File: src/rtl/mem_pkg.sv
// Shared encodings, state type and access-legality check for the data-memory port.
package mem_pkg;

  localparam logic [2:0] CTRL_NONE = 3'b000;

  localparam logic [2:0] RD_LB  = 3'b001;
  localparam logic [2:0] RD_LBU = 3'b010;
  localparam logic [2:0] RD_LH  = 3'b011;
  localparam logic [2:0] RD_LHU = 3'b100;
  localparam logic [2:0] RD_LD  = 3'b101;

  localparam logic [2:0] WR_SB  = 3'b001;
  localparam logic [2:0] WR_SH  = 3'b010;
  localparam logic [2:0] WR_SW  = 3'b011;
  localparam logic [2:0] WR_SD  = 3'b100;

  typedef enum logic [1:0] {
    ST_IDLE,
    ST_ACCESS,
    ST_RESP
  } state_t;

  // 1 when the ctrl pair is not exactly one legal op, or the op is misaligned.
  // Range checking depends on MEM_AW and lives in the top level.
  function automatic logic ctrl_bad(input logic [2:0] rd, input logic [2:0] wr,
                                    input logic [2:0] lo);
    logic bad;
    bad = ((rd != CTRL_NONE) == (wr != CTRL_NONE));
    case (rd)
      CTRL_NONE, RD_LB, RD_LBU: ;
      RD_LH, RD_LHU:            if (lo[0])          bad = 1'b1;
      RD_LD:                    if (lo != 3'b000)   bad = 1'b1;
      default:                  bad = 1'b1;
    endcase
    case (wr)
      CTRL_NONE, WR_SB: ;
      WR_SH:   if (lo[0])           bad = 1'b1;
      WR_SW:   if (lo[1:0] != 2'b00) bad = 1'b1;
      WR_SD:   if (lo != 3'b000)    bad = 1'b1;
      default: bad = 1'b1;
    endcase
    return bad;
  endfunction

endpackage

File: src/rtl/rr_arb2.sv
// Two-way round-robin pick. ptr names the port that wins a tie.
module rr_arb2 (
  input  logic [1:0] req,
  input  logic [1:0] mask,
  input  logic       ptr,
  output logic       gnt_valid,
  output logic       gnt_id
);

  logic [1:0] live;

  assign live      = req & ~mask;
  assign gnt_valid = |live;
  // A lone requester wins outright; only a tie consults the pointer.
  assign gnt_id    = (&live) ? ptr : live[1];

endmodule

File: src/rtl/dm_port_arbiter.sv
// Two-port arbiter/controller for the 64-bit data-memory port: round-robin
// grant, request latch with legality check, one-cycle memory access, ack/err
// pulse and read-data capture per port.
import mem_pkg::*;

module dm_port_arbiter #(
  parameter int DATA_W = 64,
  parameter int ADDR_W = 64,
  parameter int MEM_AW = 14
) (
  input  logic              clk,
  input  logic              rst,

  input  logic              p0_req,
  input  logic [2:0]        p0_rd_ctrl,
  input  logic [2:0]        p0_wr_ctrl,
  input  logic [ADDR_W-1:0] p0_addr,
  input  logic [DATA_W-1:0] p0_wdata,
  output logic              p0_ack,
  output logic              p0_err,
  output logic [DATA_W-1:0] p0_rdata,

  input  logic              p1_req,
  input  logic [2:0]        p1_rd_ctrl,
  input  logic [2:0]        p1_wr_ctrl,
  input  logic [ADDR_W-1:0] p1_addr,
  input  logic [DATA_W-1:0] p1_wdata,
  output logic              p1_ack,
  output logic              p1_err,
  output logic [DATA_W-1:0] p1_rdata,

  output logic [2:0]        dm_rd_ctrl,
  output logic [2:0]        dm_wr_ctrl,
  output logic [ADDR_W-1:0] dm_addr,
  output logic [DATA_W-1:0] dm_din,
  input  logic [DATA_W-1:0] dm_dout,

  output logic              busy
);

  state_t state;
  logic   ptr;
  logic   cur_id;
  logic   cur_err;

  logic [1:0]        arb_mask;
  logic              gnt_valid;
  logic              gnt_id;
  logic [2:0]        sel_rd;
  logic [2:0]        sel_wr;
  logic [ADDR_W-1:0] sel_addr;
  logic [DATA_W-1:0] sel_wdata;
  logic              sel_err;

  // In RESP the port being acked still holds req, so hide it from the arbiter.
  assign arb_mask = (state == ST_RESP) ? (cur_id ? 2'b10 : 2'b01) : 2'b00;

  rr_arb2 u_arb (
    .req       ({p1_req, p0_req}),
    .mask      (arb_mask),
    .ptr       (ptr),
    .gnt_valid (gnt_valid),
    .gnt_id    (gnt_id)
  );

  assign sel_rd    = gnt_id ? p1_rd_ctrl : p0_rd_ctrl;
  assign sel_wr    = gnt_id ? p1_wr_ctrl : p0_wr_ctrl;
  assign sel_addr  = gnt_id ? p1_addr    : p0_addr;
  assign sel_wdata = gnt_id ? p1_wdata   : p0_wdata;
  assign sel_err   = (|sel_addr[ADDR_W-1:MEM_AW]) | ctrl_bad(sel_rd, sel_wr, sel_addr[2:0]);

  assign busy = (state != ST_IDLE);

  // Control FSM; dm_* double as the request latch and are zero outside ACCESS.
  always_ff @(posedge clk or posedge rst) begin
    if (rst) begin
      state      <= ST_IDLE;
      ptr        <= 1'b0;
      cur_id     <= 1'b0;
      cur_err    <= 1'b0;
      p0_ack     <= 1'b0;
      p0_err     <= 1'b0;
      p0_rdata   <= '0;
      p1_ack     <= 1'b0;
      p1_err     <= 1'b0;
      p1_rdata   <= '0;
      dm_rd_ctrl <= CTRL_NONE;
      dm_wr_ctrl <= CTRL_NONE;
      dm_addr    <= '0;
      dm_din     <= '0;
    end else begin
      p0_ack <= 1'b0;
      p0_err <= 1'b0;
      p1_ack <= 1'b0;
      p1_err <= 1'b0;
      case (state)
        ST_IDLE, ST_RESP: begin
          if (gnt_valid) begin
            state   <= ST_ACCESS;
            ptr     <= ~gnt_id;
            cur_id  <= gnt_id;
            cur_err <= sel_err;
            // A rejected request still takes its ACCESS slot but never reaches memory.
            dm_rd_ctrl <= sel_err ? CTRL_NONE : sel_rd;
            dm_wr_ctrl <= sel_err ? CTRL_NONE : sel_wr;
            dm_addr    <= sel_err ? '0 : sel_addr;
            dm_din     <= sel_err ? '0 : sel_wdata;
          end else begin
            state <= ST_IDLE;
          end
        end
        ST_ACCESS: begin
          state      <= ST_RESP;
          dm_rd_ctrl <= CTRL_NONE;
          dm_wr_ctrl <= CTRL_NONE;
          dm_addr    <= '0;
          dm_din     <= '0;
          // dm_rd_ctrl is already zero for stores and rejected requests.
          if (cur_id) begin
            p1_ack   <= 1'b1;
            p1_err   <= cur_err;
            p1_rdata <= (dm_rd_ctrl != CTRL_NONE) ? dm_dout : '0;
          end else begin
            p0_ack   <= 1'b1;
            p0_err   <= cur_err;
            p0_rdata <= (dm_rd_ctrl != CTRL_NONE) ? dm_dout : '0;
          end
        end
        default: state <= ST_IDLE;
      endcase
    end
  end

endmodule
File: config.mk
export PLATFORM = sky130hd
export DESIGN_NAME = dm_port_arbiter
export DESIGN_NICKNAME = d
export VERILOG_FILES = /design/src/rtl/mem_pkg.sv /design/src/rtl/rr_arb2.sv /design/src/rtl/dm_port_arbiter.sv
export SDC_FILE = /design/constraint.sdc
export NUM_CORES = 1
export LEC_CHECK = 0
export ABC_AREA = 1
export CORE_AREA = 4 4 230 232
export CTS_CLUSTER_DIAMETER = 100
export CTS_CLUSTER_SIZE = 40
export DETAILED_ROUTE_END_ITERATION = 10
export DIE_AREA = 0 0 234 236
export RECOVER_POWER = 25
export SYNTH_ARGS = -nofsm -noshare
export SYNTH_HDL_FRONTEND = slang
export SYNTH_SLANG_ARGS = --single-unit
File: constraint.sdc
create_clock -name clk -period 18.34 [get_ports clk]
set_input_delay 3.668 -clock clk [delete_from_list [all_inputs] [get_ports clk]]
set_output_delay 3.668 -clock clk [all_outputs]
set_load 0.05 [all_outputs]
# Word level (Yosys, flattened, before mapping)
# Cells that the tools add are included.
dict set report word_totals {
  register_bits 271
  latchBits 0
  ram_bits 0
  rom_bits 0
  inputBits 336
  out_inout_bits 267
  n_memories 0
}
dict set report classes {
  addsub 0
  mul 0
  div_mod_pow 0
  order_cmp 0
  n_eq_ne 13
  shift 0
  mux 37
  bitwise 5
  reduce_logical 21
}
# cell n
set ops {}
lappend ops {{$mux 64} 7}
lappend ops {{$pmux 64 s2} 2}
lappend ops {{$reduce_or 50->1} 1}
lappend ops {{$mux 3} 6}
lappend ops {{$mux 1} 15}
lappend ops {{$eq 3x2->1 const B} 4}
lappend ops {{$pmux 3 s2} 2}
lappend ops {{$reduce_bool 3->1} 4}
lappend ops {{$reduce_and 2->1} 5}
lappend ops {{$eq 3x3->1 const B} 3}
lappend ops {{$reduce_or 2->1} 4}
lappend ops {{$eq 3x1->1 const B} 2}
lappend ops {{$logic_not 3->1} 2}
lappend ops {{$reduce_bool 2->1} 3}
lappend ops {{$mux 2} 2}
lappend ops {{$pmux 1 s4} 1}
lappend ops {{$pmux 2 s2} 1}
lappend ops {{$pmux 1 s3} 1}
lappend ops {{$reduce_or 3->1} 1}
lappend ops {{$and 2x2->2} 1}
lappend ops {{$eq 2x1->1 const B} 1}
lappend ops {{$eq 2x2->1 const B} 1}
lappend ops {{$logic_not 2->1} 1}
lappend ops {{$ne 2x2->1 const B} 1}
lappend ops {{4 further kinds} 5}

# Depth between registers and ports, before layout
# Gate-level depths: netlist of run 1.
dict set report depth {
  depth_word 17
  ltp_mapped 19
  ltp_nobuf 17
}

# Hierarchy
# From an unflattened synthesis of run 1, not the netlist that was laid out.
dict set report hier_totals {
  hier_cells 1666
  area_unflattened_um2 12510.7
}
# module instances cells_each area_per_inst_um2 seq_area_each_um2
set modules_own_cells {}
lappend modules_own_cells {dm_port_arbiter 1 1657 12474.5 6781.5}
lappend modules_own_cells {rr_arb2 1 9 36.3 0.0}

# Least setup slack after synthesis of run 1
# Ideal clock, no wire load.
dict set report synth_timing {
  path_type {input port to flip-flop}
  startpoint {input p1_req}
  endpoint {register dm_din[48]}
  setup_time_ns 0.067
  arrival_ns 5.171
  slack_ns 13.102
  stages 16
  path_buffers 4
  path_cell_list {nand2_1 inv_2 nand2_2 buf_4 buf_2 nand2_1 nand2_1 nor2_1 nand2_1 nor2_1 nand3_1 nor2_2 buf_4 buf_6 nand3_1 nand2_1}
}
dict set report synth_via {
  elab_chain_len 14
  elab_cells_between_ends 41
}
# element line
set synth_lines {}
lappend synth_lines {{start, declared} dm_port_arbiter.sv:23} ;# input logic p1_req,
lappend synth_lines {{$and 2x2->2 *} rr_arb2.sv:12} ;# assign live = req & ~mask;
lappend synth_lines {{$reduce_and 2->1} rr_arb2.sv:15} ;# assign gnt_id = (&live) ? ptr : live[1];
lappend synth_lines {{$mux 1} rr_arb2.sv:15}
lappend synth_lines {{$mux 3 (on tied branches)} {dm_port_arbiter.sv:66, dm_port_arbiter.sv:67}}
lappend synth_lines {{$reduce_bool 3->1} mem_pkg.sv:28} ;# bad = ((rd != CTRL_NONE) == (wr != CTRL_NONE));
lappend synth_lines {{$eq 1x1->1} mem_pkg.sv:28}
lappend synth_lines {{$mux 1 (on tied branches)} {mem_pkg.sv:32, mem_pkg.sv:31}}
lappend synth_lines {{$pmux 1 s3} mem_pkg.sv:29} ;# case (rd)
lappend synth_lines {{$mux 1 (on tied branches)} {mem_pkg.sv:39, mem_pkg.sv:37, mem_pkg.sv:38}}
lappend synth_lines {{$pmux 1 s4} mem_pkg.sv:35} ;# case (wr)
lappend synth_lines {{$or 1x1->1} dm_port_arbiter.sv:70} ;# assign sel_err = (|sel_addr[ADDR_W-1:MEM_AW]) | ctrl_bad(sel_rd, sel_wr, sel_addr[2:0]);
lappend synth_lines {{$mux 64} dm_port_arbiter.sv:107} ;# dm_din <= sel_err ? '0 : sel_wdata;
lappend synth_lines {{$mux 64} dm_port_arbiter.sv:98} ;# if (gnt_valid) begin
lappend synth_lines {{$pmux 64 s2} dm_port_arbiter.sv:96} ;# case (state)
lappend synth_lines {{end signal, assigned} dm_port_arbiter.sv:107}
lappend synth_lines {{end, declared} dm_port_arbiter.sv:35} ;# output logic [DATA_W-1:0] dm_din,
# Mark *: on every way between the ends. The rest lies on a longest branch, timed or not. The select of a mux whose other input is x is not followed.
# A chain may end at the register's enable or synchronous reset.

==> impl_metrics.ini, run 1 <==
[synthesis]
synth.area.top_cells = dfrtp_1, nand2_1, nand3_1, o21ai_0, a21oi_1
synthAdderAreaFrac_pct = 0
syn-num-nets = 1956
yosysSeqAreaShare_pct = 53.95
synth_compound_area_share_pct = 8.421
synthTopCellsByCount = nand2_1, dfrtp_1, nand3_1
synth_top_family_by_area = simple AND/OR/NAND/NOR gates
avgSynthCellArea_um2 = 7.759
yosysWarnings = 0
syn-cell-area_um2 = 12570
synthCells = 1620
synth-simple-area-share_pct = 30.52
yosysMostFrequentCell = nand2_1
synth.distinct_cells = 19
synthXorXnorAreaFrac_pct = 0
yosysTopAreaCellShare_pct = 53.95
ys_ff_latch = 271
ys.flop_type = dfrtp_1
synthMuxAreaShare_pct = 0
synth_enable_flop_cells = 0
ys_async_sr_fraction_pct = 100.0
synth_top_area_cell = dfrtp_1

[pwr]
p_total_mw = 1.485
ir_worst_vdd_uv = 92.17
p_leak_nw = 8.655
power.density_nw_per_um2 = 76.13

[cells_and_area]
areaGrowthSynthToFinish_pct = 55.14
nFillCells = 5215
final_nets = 2468
drive_gt1_share_pct = 2.105
final_cell_area_um2 = 19500

[placement]
portBuffers = 602
post-place-ws_ns = 10.09
placed_area_um2 = 19030
gp_congestion = 0.9292
hpwl_mm = 39.83

[global_route]
grt_first_pass_wirelength_mm = 77.58
grt_max_degree = 141
grt.overflow.total = 0
antenna_found_initial = 7
grt_usage_pct = 17.97
grt_pass1_vias = 12990

[run_status]
violations = max-capacitance violations, max-slew violations
status = finished, violations left

[setup_path]
required_ns = 18.90
cp_top_family = buffers and inverters
critPathMaxFanout = 140
arrival_ns = 8.99
startpoint_type = primary input
cp-end-kind = asynchronous set/reset pin
setup.worst_path.class = in2async
slowest_delay_ns = 3.49
slowest_stage = clkinvlp_2
crit_buf_inv = 3
worstPathCellList = dlygate4sd3_1 -> clkinvlp_2 -> buf_4

[detailed_routing]
viasPerCell = 4.559
routed_wl_mm = 52.90
detail-route-antenna-nets = 0
vias = 12870
drt_iter0_drc = 865
dr.pass1.iters = 5
routedWlPerCell_um = 18.74
drc = 0

[sta]
rsz0062_at_grt = false
timing.hold.ws_ns = 0.4994
relSlewSlack_pct = -322.5
layout_setup_ws_ns = 9.907
fin_crit_ns = 8.433
clock_skew_ns = 0.03921
fmax_mhz = 118.6
finalSetupTns_ns = 0
worstMarginPinSlew_ns = 6.302
setup_viol = 0
slew_violations = 401
fin_crit_sh_pct = 45.98
hold_viol_final = 0

[clocking]
ctsHoldBuffers = 0
clk_path_buf_depth = 3
tritoncts = done
h-tree-depth = 1
clock-sinks = 271
clock_latency_ns = 0.51
post_cts_buffers = 0
post_cts_resized = 0
clkTransAtPathRegs_ns = 0.13
root_buffer = clkbuf_16
numCtsBuffers = 13

[floorplan]
fp.coreArea_um2 = 50990
rows = 83
initial_core_util_pct = 24.65
fp.dieW_um = 234
io_pins = 603
dieArea_um2 = 55220
die_h_um = 236

[min_path]
hold_class = reg2reg

[job]
cap_violations = 3
[cells by family after synthesis]
family,after synthesis
AND/OR/NAND/NOR,929
buffers and inverters,209
flip-flops,271
AO/OA/AOI/OAI,211
[stage by stage]
step / util, % / cells
final: 38.24 / 2822
after CTS: 38.25 / 2818
after global placement: 37.32 / 2797
after global routing: 38.24 / 2822
after detailed placement: 37.32 / 2797
after floorplan: - / 1620
[registers in the layout, indices dropped and copies added (netlist names)]
| register | cells |
|---|---|
| cur_id | 1 |
| dm_addr | 64 |
| p1_err | 1 |
| p0_rdata | 64 |
| p1_ack | 1 |
| p0_ack | 1 |
| dm_rd_ctrl | 3 |
| dm_din | 64 |
| p1_rdata | 64 |
| state | 2 |
| ptr | 1 |
| p0_err | 1 |
| cur_err | 1 |
| dm_wr_ctrl | 3 |
[layout by cell type, fill, tap and decap left out]
master / count
nand2_1: 602
clkdlybuf4s50_1: 600
dfrtp_1: 271
nand3_1: 205
o21ai_0: 131
nor2_1: 96
inv_1: 84
a21oi_1: 79
nand3b_1: 20
clkbuf_16: 13
buf_4: 11
diode_2: 4
clkinvlp_2: 4
nand3_2: 2
nor2_4: 2
clkinv_16: 2
inv_8: 2
dlygate4sd3_1: 2
clkbuf_1: 2
inv_2: 1
nand2_4: 1
clkinv_2: 1
inv_6: 1
or2_2: 1
o21bai_1: 1
clkbuf_8: 1
inv_16: 1
inv_12: 1
clkinv_8: 1
[tightest hold or removal path: cells and delay by family, from the launching register on]
kind | cells | cell delay [ns]
buffers and inverters | 1 | 0.05
DFF | 1 | 0.40
and+or+nand+nor | 1 | 0.03
[where the power goes]
group	leakage, nW	internal, mW	switching (mW)
Clock	0.226	0.151	0.226
Sequential	3.77	0.607	0.00510
Combinational	4.66	0.144	0.350
Total	8.65	0.903	0.582
[metal layers]
metal  track usage [%]  up-vias  part of all wire [%]
met2             30.30      564                    48
met4             7.778        4                   4.2
li1                  -     6168                     -
met3             5.785       81                    10
met5                 0        -                 0.045
met1             20.86     6049                    38
[path summary, 6_finish.rpt]
path / startpoint / to / slack, ns / cells after the start
max: rst / p0_rdata[8] / 9.91 / 3
min: dm_addr[50] / dm_addr[50] / 0.50 / 2
max reg2reg: state[0] / p1_rdata[52] / 12.69 / 7
min reg2reg: dm_addr[50] / dm_addr[50] / 0.50 / 2
max in group clk: p1_req / dm_rd_ctrl[0] / 10.49 / 16
min in group asynchronous: rst / p0_rdata[15] / 5.57 / 2
[area by class of cell]
| type | count | area [um2] | share of cell area (%) |
|---|---|---|---|
| clock buffers | 14 | 339.1 | 1.739 |
| well taps | 680 | 850.8 | 4.363 |
| clock inverters | 7 | 135.1 | 0.6930 |
| flip-flops and latches | 271 | 6782 | 34.78 |
| repair buffers | 615 | 6116 | 31.36 |
| multi-input cells | 1140 | 4915 | 25.20 |
| diodes | 4 | 10.01 | 0.05133 |
| inverters | 91 | 352.8 | 1.809 |
No activity file was read; power rests on OpenSTA's default activity.
==> inputs of run 2 (changes only) <==
--- a/config.mk
+++ b/config.mk
@@ -6,11 +6,11 @@
 export NUM_CORES = 1
 export LEC_CHECK = 0
 export ABC_AREA = 1
-export CORE_AREA = 4 4 230 232
+export CORE_AREA = 4 4 232 234
 export CTS_CLUSTER_DIAMETER = 100
 export CTS_CLUSTER_SIZE = 40
 export DETAILED_ROUTE_END_ITERATION = 10
-export DIE_AREA = 0 0 234 236
+export DIE_AREA = 0 0 236 238
 export RECOVER_POWER = 25
 export SYNTH_ARGS = -nofsm -noshare
 export SYNTH_HDL_FRONTEND = slang
==> constraint.sdc (replaced) <==
create_clock -name clk -period 7.4 [get_ports clk]
set_input_delay 1.48 -clock clk [delete_from_list [all_inputs] [get_ports clk]]
set_output_delay 1.48 -clock clk [all_outputs]
set_load 0.05 [all_outputs]
==> impl_metrics.ini, run 2 (synthesis results as in run 1) <==
[placement]
portBuffers = 602
placed_area_um2 = 19090
gp_congestion = 0.9664
hpwl_mm = 38.56
dp.cells = 2805

[cells_and_area]
final_common_cell = nand2_1
drive_gt1_share_pct = 2.153
final_cell_area_um2 = 19540
final_nets = 2468
areaGrowthSynthToFinish_pct = 55.44
layout_common_cells = nand2_1, clkdlybuf4s50_1, dfrtp_1
fin_cells = 2831

[setup_path]
startpoint_type = flip-flop
critPathMaxFanout = 112
required_ns = 7.78
arrival_ns = 6.25
cp-end-kind = flip-flop
setup.worst_path.class = reg2reg

[clocking]
post_cts_resized = 0
root_buffer = clkbuf_16
clock-sinks = 271
tritoncts = done
clk_path_buf_depth = 3
numCtsBuffers = 13
ctsHoldBuffers = 0
h-tree-depth = 1
clock_latency_ns = 0.53
post_cts_buffers = 0
clkTransAtPathRegs_ns = 0.14

[sta]
slew_violations = 282
fin_crit_sh_pct = 79.35
hold_viol_final = 0
fin_crit_ns = 5.872
finalSetupTns_ns = 0
worstMarginPinSlew_ns = 3.353
clock_skew_ns = 0.02817
timing.hold.ws_ns = 0.4991
relSlewSlack_pct = -123.5
rsz0062_at_grt = false
fmax_mhz = 170.3
setup_viol = 0

[run_status]
status = finished, violations left
violations = max-capacitance violations, max-slew violations

[detailed_routing]
detail-route-antenna-nets = 0
viasPerCell = 4.535
drc = 0
routed_wl_mm = 51.88
dr.pass1.iters = 5
vias = 12840
drt_iter0_drc = 804
routedWlPerCell_um = 18.33

[global_route]
grt.overflow.total = 0
antenna_found_initial = 10
grt_max_degree = 152
grt_usage_pct = 17.32
grt_first_pass_wirelength_mm = 77.56
grt_pass1_vias = 12630

[floorplan]
dieArea_um2 = 56170
fp.coreArea_um2 = 52020
initial_core_util_pct = 24.16
rows = 84
die_h_um = 238
io_pins = 603
fp.dieW_um = 236

[pwr]
ir_worst_vdd_uv = 167.0
sw_frac_of_total_pct = 38.84
clkPwrFrac_pct = 25.3
power.density_nw_per_um2 = 187.9
p_int_mw = 2.245
seq_power_share_pct = 41.3
pwr-share-comb_pct = 33.4
p_leak_nw = 8.660
p_switching_mw = 1.426

[job]
cap_violations = 3

[min_path]
hold_class = reg2reg
[run 2: cell types whose count changed in the layout (fill, tap and decap cells not counted), sizes merged]
cell,previous run,this run
bufinv,0,1
inv,90,88
clkinv,4,5
buf,11,10
diode,4,6
[run 2: area by class of cell]
cell class | instances | area [um2]
Timing Repair Buffer | 615 | 6152
Inverter | 91 | 352.8
Antenna cell | 6 | 15.01
Clock buffer | 13 | 325.3
Fill cell | 5354 | 32490
Clock inverter | 7 | 132.6
Multi-Input combinational cell | 1140 | 4917
Sequential cell | 271 | 6782
Tap cell | 688 | 860.8
[run 2: layer usage]
layer	routed length (um)	GRT usage, %	vias to the layer above
met3	4312	5.097	48
met5	13	0	-
met1	20910	21.44	6107
met4	1126	3.755	2
met2	25520	30.13	531
li1	-	-	6150
[run 2: path summary, 6_finish.rpt]
check,start,end,slack [ns],cells past startpoint
max reg2reg,state[0],p0_rdata[10],1.53,8
min reg2reg,dm_addr[62],dm_addr[62],0.50,2
max,state[0],p0_rdata[10],1.53,8
min in group asynchronous,rst,p0_rdata[50],1.55,2
min,dm_addr[62],dm_addr[62],0.50,2
max in group asynchronous,rst,dm_addr[53],2.64,3
[run 2: power groups by stage]
stage	combinational, mW	clock, mW	sequential, mW
2_1_floorplan	0.730	0	1.59
3_3_place_gp	1.24	0	1.55
3_5_place_dp	1.24	0	1.55
4_1_cts	1.24	0.980	1.52
5_1_grt	1.35	1.02	1.52
6_report	1.22	0.930	1.52
[run 2: through the flow]
stage               util [%]  worst slack, ns  power, mW
floorplan                  -            2.339      2.324
global placement       36.69            1.581      2.782
detailed placement     36.69            1.486      2.783
CTS                    37.57            2.039      3.742
global route           37.54            1.011      3.893
finish                 37.55            1.528      3.671
[run 2: critical path, cell delays in order, from the launching register on]
cell	delay, ns
dfrtp_1	0.41
inv_1	0.09
nor2_1	0.07
clkinvlp_2	0.56
clkbuf_1	2.40
nor2_1	0.44
clkinvlp_2	0.63
buf_4	0.84
o21ai_0	0.20
